===== src/rtl/cam_ctrl.sv =====
// Controller sequencing lookup/insert/delete requests onto an external 16-entry CAM.
// Tracks entry occupancy, fills free slots lowest-first and round-robin evicts when full.
module cam_ctrl #(
  parameter int         NB_MEM    = 16,
  parameter logic [7:0] EMPTY_KEY = 8'hFF
) (
  input  logic       clk,
  input  logic       rst_n,
  input  logic       req_valid,
  output logic       req_ready,
  input  logic [1:0] req_op,
  input  logic [7:0] req_key,
  output logic       rsp_valid,
  input  logic       rsp_ready,
  output logic       rsp_hit,
  output logic [4:0] rsp_idx,
  output logic       rsp_err,
  output logic       rsp_evict,
  output logic [4:0] count,
  output logic       cam_enable,
  output logic       cam_write,
  output logic [4:0] cam_addr,
  output logic [7:0] cam_data,
  input  logic [4:0] cam_out,
  input  logic       cam_found
);

  localparam logic [4:0] FULL   = 5'(NB_MEM);
  localparam logic [1:0] OP_INS = 2'd1;
  localparam logic [1:0] OP_DEL = 2'd2;

  typedef enum logic [2:0] {
    S_INIT,
    S_IDLE,
    S_LOOK,
    S_CHECK,
    S_WRITE,
    S_RESP
  } state_t;

  state_t              state_q, state_d;
  logic [4:0]          init_cnt_q, init_cnt_d;
  logic [1:0]          op_q, op_d;
  logic [7:0]          key_q, key_d;
  logic [3:0]          cand_q, cand_d;
  logic [3:0]          slot_q, slot_d;
  logic                evict_q, evict_d;
  logic [NB_MEM-1:0]   valid_q, valid_d;
  logic [4:0]          count_q, count_d;
  logic [3:0]          vptr_q, vptr_d;
  logic                rsp_hit_q, rsp_hit_d;
  logic [4:0]          rsp_idx_q, rsp_idx_d;
  logic                rsp_err_q, rsp_err_d;
  logic                rsp_evict_q, rsp_evict_d;
  logic                cam_enable_q, cam_enable_d;
  logic                cam_write_q, cam_write_d;
  logic [4:0]          cam_addr_q, cam_addr_d;
  logic [7:0]          cam_data_q, cam_data_d;

  logic [3:0] free_idx;
  logic       hit;
  logic       cam_out_unused;

  assign cam_out_unused = cam_out[4];

  // Descending scan so the lowest-numbered free entry wins.
  always_comb begin
    free_idx = 4'd0;
    for (int i = NB_MEM - 1; i >= 0; i--) begin
      if (!valid_q[i]) free_idx = 4'(i);
    end
  end

  // A stale CAM match on an invalid entry must never count as a hit.
  assign hit = cam_found & valid_q[cand_q];

  always_comb begin
    state_d      = state_q;
    init_cnt_d   = init_cnt_q;
    op_d         = op_q;
    key_d        = key_q;
    cand_d       = cand_q;
    slot_d       = slot_q;
    evict_d      = evict_q;
    valid_d      = valid_q;
    count_d      = count_q;
    vptr_d       = vptr_q;
    rsp_hit_d    = rsp_hit_q;
    rsp_idx_d    = rsp_idx_q;
    rsp_err_d    = rsp_err_q;
    rsp_evict_d  = rsp_evict_q;
    cam_enable_d = 1'b0;
    cam_write_d  = 1'b0;
    cam_addr_d   = cam_addr_q;
    cam_data_d   = cam_data_q;

    // CAM strobes are registered, so they are set up for the state being entered.
    unique case (state_q)
      S_INIT: begin
        if (init_cnt_q == FULL) begin
          state_d = S_IDLE;
        end else begin
          cam_write_d = 1'b1;
          cam_addr_d  = init_cnt_q;
          cam_data_d  = EMPTY_KEY;
          init_cnt_d  = init_cnt_q + 5'd1;
        end
      end

      S_IDLE: begin
        if (req_valid) begin
          op_d  = req_op;
          key_d = req_key;
          if (req_key == EMPTY_KEY) begin
            state_d     = S_RESP;
            rsp_err_d   = 1'b1;
            rsp_hit_d   = 1'b0;
            rsp_idx_d   = 5'd0;
            rsp_evict_d = 1'b0;
          end else begin
            state_d      = S_LOOK;
            cam_enable_d = 1'b1;
            cam_data_d   = req_key;
          end
        end
      end

      S_LOOK: begin
        cand_d     = cam_out[3:0];
        cam_data_d = key_q;
        state_d    = S_CHECK;
      end

      S_CHECK: begin
        state_d     = S_RESP;
        rsp_err_d   = 1'b0;
        rsp_evict_d = 1'b0;
        rsp_hit_d   = hit;
        rsp_idx_d   = hit ? {1'b0, cand_q} : 5'd0;
        if (op_q == OP_INS && !hit) begin
          state_d     = S_WRITE;
          evict_d     = (count_q == FULL);
          slot_d      = (count_q == FULL) ? vptr_q : free_idx;
          if (count_q == FULL) vptr_d = vptr_q + 4'd1;
          cam_write_d = 1'b1;
          cam_addr_d  = {1'b0, slot_d};
          cam_data_d  = key_q;
        end else if (op_q == OP_DEL && hit) begin
          state_d     = S_WRITE;
          evict_d     = 1'b0;
          slot_d      = cand_q;
          cam_write_d = 1'b1;
          cam_addr_d  = {1'b0, cand_q};
          cam_data_d  = EMPTY_KEY;
        end
      end

      S_WRITE: begin
        state_d = S_RESP;
        if (op_q == OP_DEL) begin
          valid_d[slot_q] = 1'b0;
          count_d         = count_q - 5'd1;
        end else begin
          valid_d[slot_q] = 1'b1;
          if (!evict_q) count_d = count_q + 5'd1;
          rsp_hit_d   = 1'b0;
          rsp_idx_d   = {1'b0, slot_q};
          rsp_evict_d = evict_q;
        end
      end

      S_RESP: begin
        if (rsp_ready) state_d = S_IDLE;
      end

      default: state_d = S_INIT;
    endcase
  end

  always_ff @(posedge clk or negedge rst_n) begin
    if (!rst_n) begin
      state_q      <= S_INIT;
      init_cnt_q   <= 5'd0;
      op_q         <= 2'd0;
      key_q        <= 8'd0;
      cand_q       <= 4'd0;
      slot_q       <= 4'd0;
      evict_q      <= 1'b0;
      valid_q      <= '0;
      count_q      <= 5'd0;
      vptr_q       <= 4'd0;
      rsp_hit_q    <= 1'b0;
      rsp_idx_q    <= 5'd0;
      rsp_err_q    <= 1'b0;
      rsp_evict_q  <= 1'b0;
      cam_enable_q <= 1'b0;
      cam_write_q  <= 1'b0;
      cam_addr_q   <= 5'd0;
      cam_data_q   <= 8'd0;
    end else begin
      state_q      <= state_d;
      init_cnt_q   <= init_cnt_d;
      op_q         <= op_d;
      key_q        <= key_d;
      cand_q       <= cand_d;
      slot_q       <= slot_d;
      evict_q      <= evict_d;
      valid_q      <= valid_d;
      count_q      <= count_d;
      vptr_q       <= vptr_d;
      rsp_hit_q    <= rsp_hit_d;
      rsp_idx_q    <= rsp_idx_d;
      rsp_err_q    <= rsp_err_d;
      rsp_evict_q  <= rsp_evict_d;
      cam_enable_q <= cam_enable_d;
      cam_write_q  <= cam_write_d;
      cam_addr_q   <= cam_addr_d;
      cam_data_q   <= cam_data_d;
    end
  end

  assign req_ready  = (state_q == S_IDLE);
  assign rsp_valid  = (state_q == S_RESP);
  assign rsp_hit    = rsp_hit_q;
  assign rsp_idx    = rsp_idx_q;
  assign rsp_err    = rsp_err_q;
  assign rsp_evict  = rsp_evict_q;
  assign count      = count_q;
  assign cam_enable = cam_enable_q;
  assign cam_write  = cam_write_q;
  assign cam_addr   = cam_addr_q;
  assign cam_data   = cam_data_q;

endmodule


===== config.mk =====
export PLATFORM = sky130hd
export DESIGN_NAME = cam_ctrl
export DESIGN_NICKNAME = d
export VERILOG_FILES = /design/src/rtl/cam_ctrl.sv
export SDC_FILE = /design/constraint.sdc
export NUM_CORES = 1
export LEC_CHECK = 0
export CAP_MARGIN = 10
export CORE_AREA = 2 2 72 108
export DETAILED_ROUTE_END_ITERATION = 6
export DIE_AREA = 0 0 74 110
export PLACE_DENSITY_LB_ADDON = 0.15
export SLEW_MARGIN = 5
export SYNTH_ARGS = -nofsm -noshare
export SYNTH_HDL_FRONTEND = slang
export SYNTH_SLANG_ARGS = --single-unit

===== constraint.sdc =====
create_clock -name clk -period 4.8 [get_ports clk]
set_clock_uncertainty 0.2 [all_clocks]
set_input_delay 0.72 -clock clk [delete_from_list [all_inputs] [get_ports clk]]
set_output_delay 0.72 -clock clk [all_outputs]
set_load 0.01 [all_outputs]

==> results of run 1 <==
-- power by group through the flow --
stage	Sequential (mW)	Combinational (mW)	Clock, mW
floorplan	1.02	0.847	0
global placement	1.08	1.17	0
detailed placement	1.09	1.19	0
CTS	1.08	1.20	0.615
global route	1.11	1.32	0.641
finish	1.08	1.19	0.600
-- metal layers --
layer	global-route usage	wire [um]
met5	0	0
met4	0.1182	277
met1	0.2726	3581
met2	0.4145	4676
met3	0.05818	321
-- worst max-delay path: stages, from the launching register on --
cell	delay, ns
dfrtp_1	0.62
mux4_2	0.57
nor2_1	0.13
and4b_1	0.26
nor3_2	0.66
or3_1	0.36
mux2_4	0.33
-- cells in the mapped netlist, types with 6 or more instances --
cell type / count
inv_1: 23
xnor2_1: 10
o22ai_1: 8
mux2i_1: 8
nor2_1: 36
nand2_1: 28
nand3_1: 7
clkbuf_1: 9
mux2_2: 17
a22oi_1: 15
ha_1: 6
dfrtp_1: 74
a21oi_1: 25
nor3_1: 6
o21ai_0: 20
a31oi_1: 9
-- worst paths after layout --
check,start,end,slack [ns],depth (start not counted)
worst max-delay path,cand_q[0]$_DFFE_PN0P_,cam_addr[2]$_DFFE_PN0P_,1.55,6
worst min-delay path,rsp_hit$_DFFE_PN0P_,rsp_hit$_DFFE_PN0P_,0.28,1
worst max register to register,cand_q[0]$_DFFE_PN0P_,cam_addr[2]$_DFFE_PN0P_,1.55,6
worst min register to register,rsp_hit$_DFFE_PN0P_,rsp_hit$_DFFE_PN0P_,0.28,1
max in group asynchronous,rst_n,cand_q[3]$_DFFE_PN0P_,3.09,2
min in group asynchronous,rst_n,init_cnt_q[0]$_DFFE_PN0P_,0.33,1
-- cells by family (layout without fill, tap and decap cells) --
group | count (synthesis) | in the layout | synth area share
compound gates | 108 | 108 | 0.1867
other cells | 1 | 1 | 0.0009715
mux | 29 | 29 | 0.08979
fa+ha+maj | 7 | 7 | 0.02464
simple gates | 111 | 111 | 0.1442
xor+xnor | 11 | 11 | 0.02496
flops | 74 | 74 | 0.4797
buf+inv | 41 | 90 | 0.04894
-- stage by stage --
step	power (mW)	std cells	instance area [um^2]	hold slack [ns]	setup slack (ns)
after floorplan	1.871	382	3860	0.2244	2.320
after CTS	2.897	531	4622	0.2841	1.541
final	2.872	531	4622	0.2810	1.549
after global routing	3.075	531	4622	0.3084	1.358
after global placement	2.251	515	4370	0.2651	1.543
after detailed placement	2.283	515	4370	0.2669	1.518
-- cell type report --
| class | instances | area (um^2) |
|---|---|---|
| Clock buffer | 10 | 137.6 |
| Clock inverter | 6 | 113.9 |
| Fill cell | 583 | 2557 |
| Inverter | 25 | 93.84 |
| Multi-Input combinational cell | 267 | 1819 |
| Sequential cell | 74 | 1852 |
| Tap cell | 100 | 125.1 |
| Timing Repair Buffer | 49 | 480.5 |
==> impl_metrics.env, run 1 <==
export IMPL_insertion_delay_ns=0.36
export IMPL_grt_total_usage=0.2400
export IMPL_syn_area_um2=3860
export IMPL_cts_buffers=9
export IMPL_vias_per_cell=5.644
export IMPL_layout_common_cells="dfrtp_1, clkdlybuf4s50_1, nor2_1"
export IMPL_drc_errors=0
export IMPL_die_h_um=110
export IMPL_async_flop_share=1.000
export IMPL_yosysWarnings=0
export IMPL_internal_power_mw=1.785
export IMPL_final_hold_violation_count=0
export IMPL_tightest_slew_ns=1.023
export IMPL_post_route_period_util=0.6774
export IMPL_synthTopCellsByArea="dfrtp_1, mux2_2, nor2_1, a21oi_1, a22oi_1"
export IMPL_p_switching_mw=1.087
export IMPL_setup_viol=0
export IMPL_post_cts_resized=0
export IMPL_rsz0062_at_grt="false"
export IMPL_synth_top_area_share=0.4797
export IMPL_cts_root_buffer="clkbuf_8"
export IMPL_dr_pass1_iters=5
export IMPL_grt_max_degree=46
export IMPL_drt_total_wl_um=8857
export IMPL_fp_dieW_um=74
export IMPL_ioPinCount=50
export IMPL_power_frac_comb=0.414
export IMPL_pwr_share_clk=0.209
export IMPL_io_buffer_count=47
export IMPL_wire_per_inst_um=16.68
export IMPL_cts_buffer_depth=2
export IMPL_leakage_nw=1.966
export IMPL_peakVddDrop_v=0.0003464
export IMPL_synthesis_nets=409
export IMPL_slew_viol_final=0
export IMPL_yosysSeqAreaShare=0.4797
export IMPL_cts_htree_levels=3
export IMPL_start_util=0.5376
export IMPL_tns_ns=0
export IMPL_cts_tree="built"
export IMPL_drtIter0Drc=169
export IMPL_synth_ff_type="dfrtp_1"
export IMPL_final_util=0.6438
export IMPL_drv_cap=0
export IMPL_power_density_nw_per_um2=621.3
export IMPL_gp_congestion=0.8491
export IMPL_antenna_found_initial=0
export IMPL_vias=2997
export IMPL_final_nets=453
export IMPL_syn_inst=382
export IMPL_cp_arrival_ns=3.29
export IMPL_synth_edf_count=0
export IMPL_hp_class="reg2reg"
export IMPL_clock_fmax_mhz=307.6
export IMPL_cp_required_ns=4.84
export IMPL_core_area_um2=7179
export IMPL_synth_cell_types=61
export IMPL_crit_path_end_kind="flip-flop"
export IMPL_fin_crit_ns=3.251
export IMPL_grt_overflow_total=0
export IMPL_grt_pass1_wl_um=14500
export IMPL_critPathLaunchType="flip-flop"
export IMPL_die_area_um2=8140
export IMPL_postCtsSetupBuffers=0
export IMPL_sw_frac_of_total=0.3784
export IMPL_num_rows=38
export IMPL_drive_above_1_share=0.1230
export IMPL_cts_clk_slew_worst_paths_ns=0.08
export IMPL_diodes=0
export IMPL_syn_mean_instance_area_um2=10.10
export IMPL_ys_ff_latch=74
export IMPL_final_common_cell="dfrtp_1"
export IMPL_syn_to_final_growth_pct=19.74
export IMPL_criticalPathCategory="reg2reg"
export IMPL_postCtsHoldBufs=0
export IMPL_cts_sinks=74
export IMPL_synth_top_area_cell="dfrtp_1"
export IMPL_crit_path_max_fanout=13
export IMPL_dp_hpwl_um=6527
export IMPL_maxSlewHeadroom=0.3183
export IMPL_grt_pass1_vias=2976
export IMPL_outcome="completed"
export IMPL_drtAntennaViolNets=0
export IMPL_p_seq_frac=0.377
No activity file was read; power rests on OpenSTA's default activity.
==> run 2: changes to the inputs <==
--- a/config.mk
+++ b/config.mk
@@ -6,9 +6,9 @@
 export NUM_CORES = 1
 export LEC_CHECK = 0
 export CAP_MARGIN = 10
-export CORE_AREA = 2 2 72 108
+export CORE_AREA = 2 2 75 113
 export DETAILED_ROUTE_END_ITERATION = 6
-export DIE_AREA = 0 0 74 110
+export DIE_AREA = 0 0 77 115
 export PLACE_DENSITY_LB_ADDON = 0.15
 export SLEW_MARGIN = 5
 export SYNTH_ARGS = -nofsm -noshare
==> constraint.sdc (replaced) <==
create_clock -name clk -period 2.89 [get_ports clk]
set_clock_uncertainty 0.2 [all_clocks]
set_input_delay 0.4335 -clock clk [delete_from_list [all_inputs] [get_ports clk]]
set_output_delay 0.4335 -clock clk [all_outputs]
set_load 0.01 [all_outputs]
==> run 2 against run 1 <==
Routed wire length grew 2.3%. Sequential share of layout area fell by 1.3 points. Combinational power up 75%. Fmax rose by 19%. Sequential power is 66% higher. Critical path type unchanged. Critical endpoint is now cam_data[7]$_DFFE_PN0P_. Largest cell class unchanged. Largest power group unchanged.
==> impl_metrics.env, run 2 (same netlist as run 1, synthesis figures left out) <==
export IMPL_outcome="completed"
export IMPL_core_area_um2=7908
export IMPL_fill_cells=723
export IMPL_highest_layer="met4"
export IMPL_diodes=0
export IMPL_cts_root_buffer="clkbuf_16"
export IMPL_crit_chain="mux4_2, nor2_1, nand4b_4, nand2_1, a21boi_1, a22oi_1"
export IMPL_postPlaceCellArea_um2=4487
export IMPL_crit_path_max_fanout=8
export IMPL_peakVddDrop_v=0.0004746
export IMPL_gp_congestion=0.8524
export IMPL_drc_errors=0
export IMPL_drt_total_wl_um=9059
export IMPL_io_buffer_count=47
export IMPL_critPathLaunchType="flip-flop"
export IMPL_maxSlewHeadroom=0.5010
export IMPL_final_nets=467
export IMPL_drv_cap=0
export IMPL_cts_htree_levels=3
export IMPL_holdWs_ns=0.2931
export IMPL_power_mw=4.955
export IMPL_dr_wl_met2_um=4852
export IMPL_slowest_delay_ns=0.63
export IMPL_cts_clk_slew_worst_paths_ns=0.06
export IMPL_postCtsSetupBuffers=0
export IMPL_grt_overflow_total=0
export IMPL_setup_viol=0
export IMPL_insertion_delay_ns=0.34
export IMPL_tightest_slew_ns=0.7470
export IMPL_num_rows=40
export IMPL_cts_buffers=9
export IMPL_dr_pass1_iters=4
export IMPL_syn_to_final_growth_pct=23.86
export IMPL_wl_met1_um=3716
export IMPL_fin_area_um2=4781
export IMPL_cp_required_ns=2.87
export IMPL_cts_sinks=74
export IMPL_die_h_um=115
export IMPL_criticalPathCategory="reg2reg"
export IMPL_dp_hpwl_um=6782
export IMPL_grt_pass1_vias=2987
export IMPL_fin_crit_ns=2.739
export IMPL_grt_total_usage=0.2207
export IMPL_hp_class="reg2reg"
export IMPL_ioPinCount=50
export IMPL_drive_above_1_share=0.1464
export IMPL_cts_tree="built"
export IMPL_drtIter0Drc=127
export IMPL_wire_per_inst_um=16.50
export IMPL_start_util=0.4881
export IMPL_cp_arrival_ns=2.72
export IMPL_clock_fmax_mhz=365.1
export IMPL_antenna_found_initial=0
export IMPL_final_hold_violation_count=0
export IMPL_wl_met3_um=304
export IMPL_leakage_nw=2.068
export IMPL_crit_path_end_kind="flip-flop"
export IMPL_tns_ns=0
export IMPL_rsz0062_at_grt="false"
export IMPL_power_density_nw_per_um2=1036
export IMPL_vias_per_cell=5.528
export IMPL_drtAntennaViolNets=0
export IMPL_slew_viol_final=0
export IMPL_post_route_period_util=0.9478
export IMPL_layout_common_cells="dfrtp_1, clkdlybuf4s50_1, nor2_1"
export IMPL_die_area_um2=8855
export IMPL_final_common_cell="dfrtp_1"
export IMPL_grt_pass1_wl_um=15080
export IMPL_cts_buffer_depth=2
export IMPL_cp_slowest_cell="a21boi_1"
export IMPL_grt_max_degree=47
export IMPL_vias=3035
export IMPL_fp_dieW_um=77
==> run 2: cell count changes in the layout (fill, tap and decap cells not counted), sizes merged <==
| cell | change |
|---|---|
| bufinv | -2 |
| clkinvlp | -2 |
| dlygate4sd3 | +1 |
| buf | +13 |
| clkinv | +4 |
| clkbuf | -1 |
==> run 2: area by class of cell <==
cell class / count / area [um^2] / share of cell area
clock buffers: 9 / 225.2 / 0.04711
inverters: 25 / 93.84 / 0.01963
multi-input cells: 267 / 1819 / 0.3805
clock inverters: 6 / 58.81 / 0.01230
repair buffers: 63 / 600.6 / 0.1256
well taps: 105 / 131.4 / 0.02748
flip-flops and latches: 74 / 1852 / 0.3873
==> run 2: worst paths after layout <==
check                                           start                 endpoint  slack [ns]  depth (start not counted)
worst max-delay path            cand_q[0]$_DFFE_PN0P_  cam_data[7]$_DFFE_PN0P_        0.15                          6
worst min-delay path              rsp_hit$_DFFE_PN0P_      rsp_hit$_DFFE_PN0P_        0.29                          1
worst max register to register  cand_q[0]$_DFFE_PN0P_  cam_data[7]$_DFFE_PN0P_        0.15                          6
worst min register to register    rsp_hit$_DFFE_PN0P_      rsp_hit$_DFFE_PN0P_        0.29                          1
max in group asynchronous                       rst_n      rsp_hit$_DFFE_PN0P_        1.33                          3
min in group asynchronous                       rst_n      cam_write$_DFF_PN0_        0.47                          2
==> run 2: report_power, final <==
group | switching [mW] | internal (mW) | total (mW)
registers | 0.396 | 1.40 | 1.79
logic | 1.03 | 1.05 | 2.08
clock network | 0.421 | 0.658 | 1.08
total | 1.85 | 3.11 | 4.96
==> run 2: critical path: cells and delay by family (launching register included) <==
kind	cells	cell delay, ns
DFF	1	0.54
AOI/OAI and AO/OA	2	0.82
and+or+nand+nor	3	0.47
muxes	1	0.56
==> run 2: metal layers <==
layer	up-vias	track usage
li1	1478	-
met1	1474	0.2571
met2	68	0.3988
met3	15	0.04867
met4	0	0.08214
met5	-	0
==> run 2: timing repair <==
| item | in CTS | in global routing |
|---|---|---|
| hold buffers | 1 | 0 |
| gates resized for setup | 0 | 0 |
| endpoints found under the hold margin | 28 | 0 |
==> run 2: per-stage QoR <==
step / std cells / util / setup slack, ns
final: 549 / 0.6046 / 0.1509
after CTS: 549 / 0.6046 / 0.1492
after global routing: 549 / 0.6046 / 0.04759
after floorplan: 382 / - / 0.4103
after global placement: 533 / 0.5674 / 0.1768
after detailed placement: 533 / 0.5674 / 0.1507
==> run 3: changes to the inputs <==
--- a/config.mk
+++ b/config.mk
@@ -7,6 +7,7 @@
 export LEC_CHECK = 0
 export CAP_MARGIN = 10
 export CORE_AREA = 2 2 75 113
+export CTS_CLUSTER_SIZE = 8
 export DETAILED_ROUTE_END_ITERATION = 6
 export DIE_AREA = 0 0 77 115
 export PLACE_DENSITY_LB_ADDON = 0.15
==> results of run 3 <==
Same layout as run 2: the final DEF is identical, and so are final timing and power.
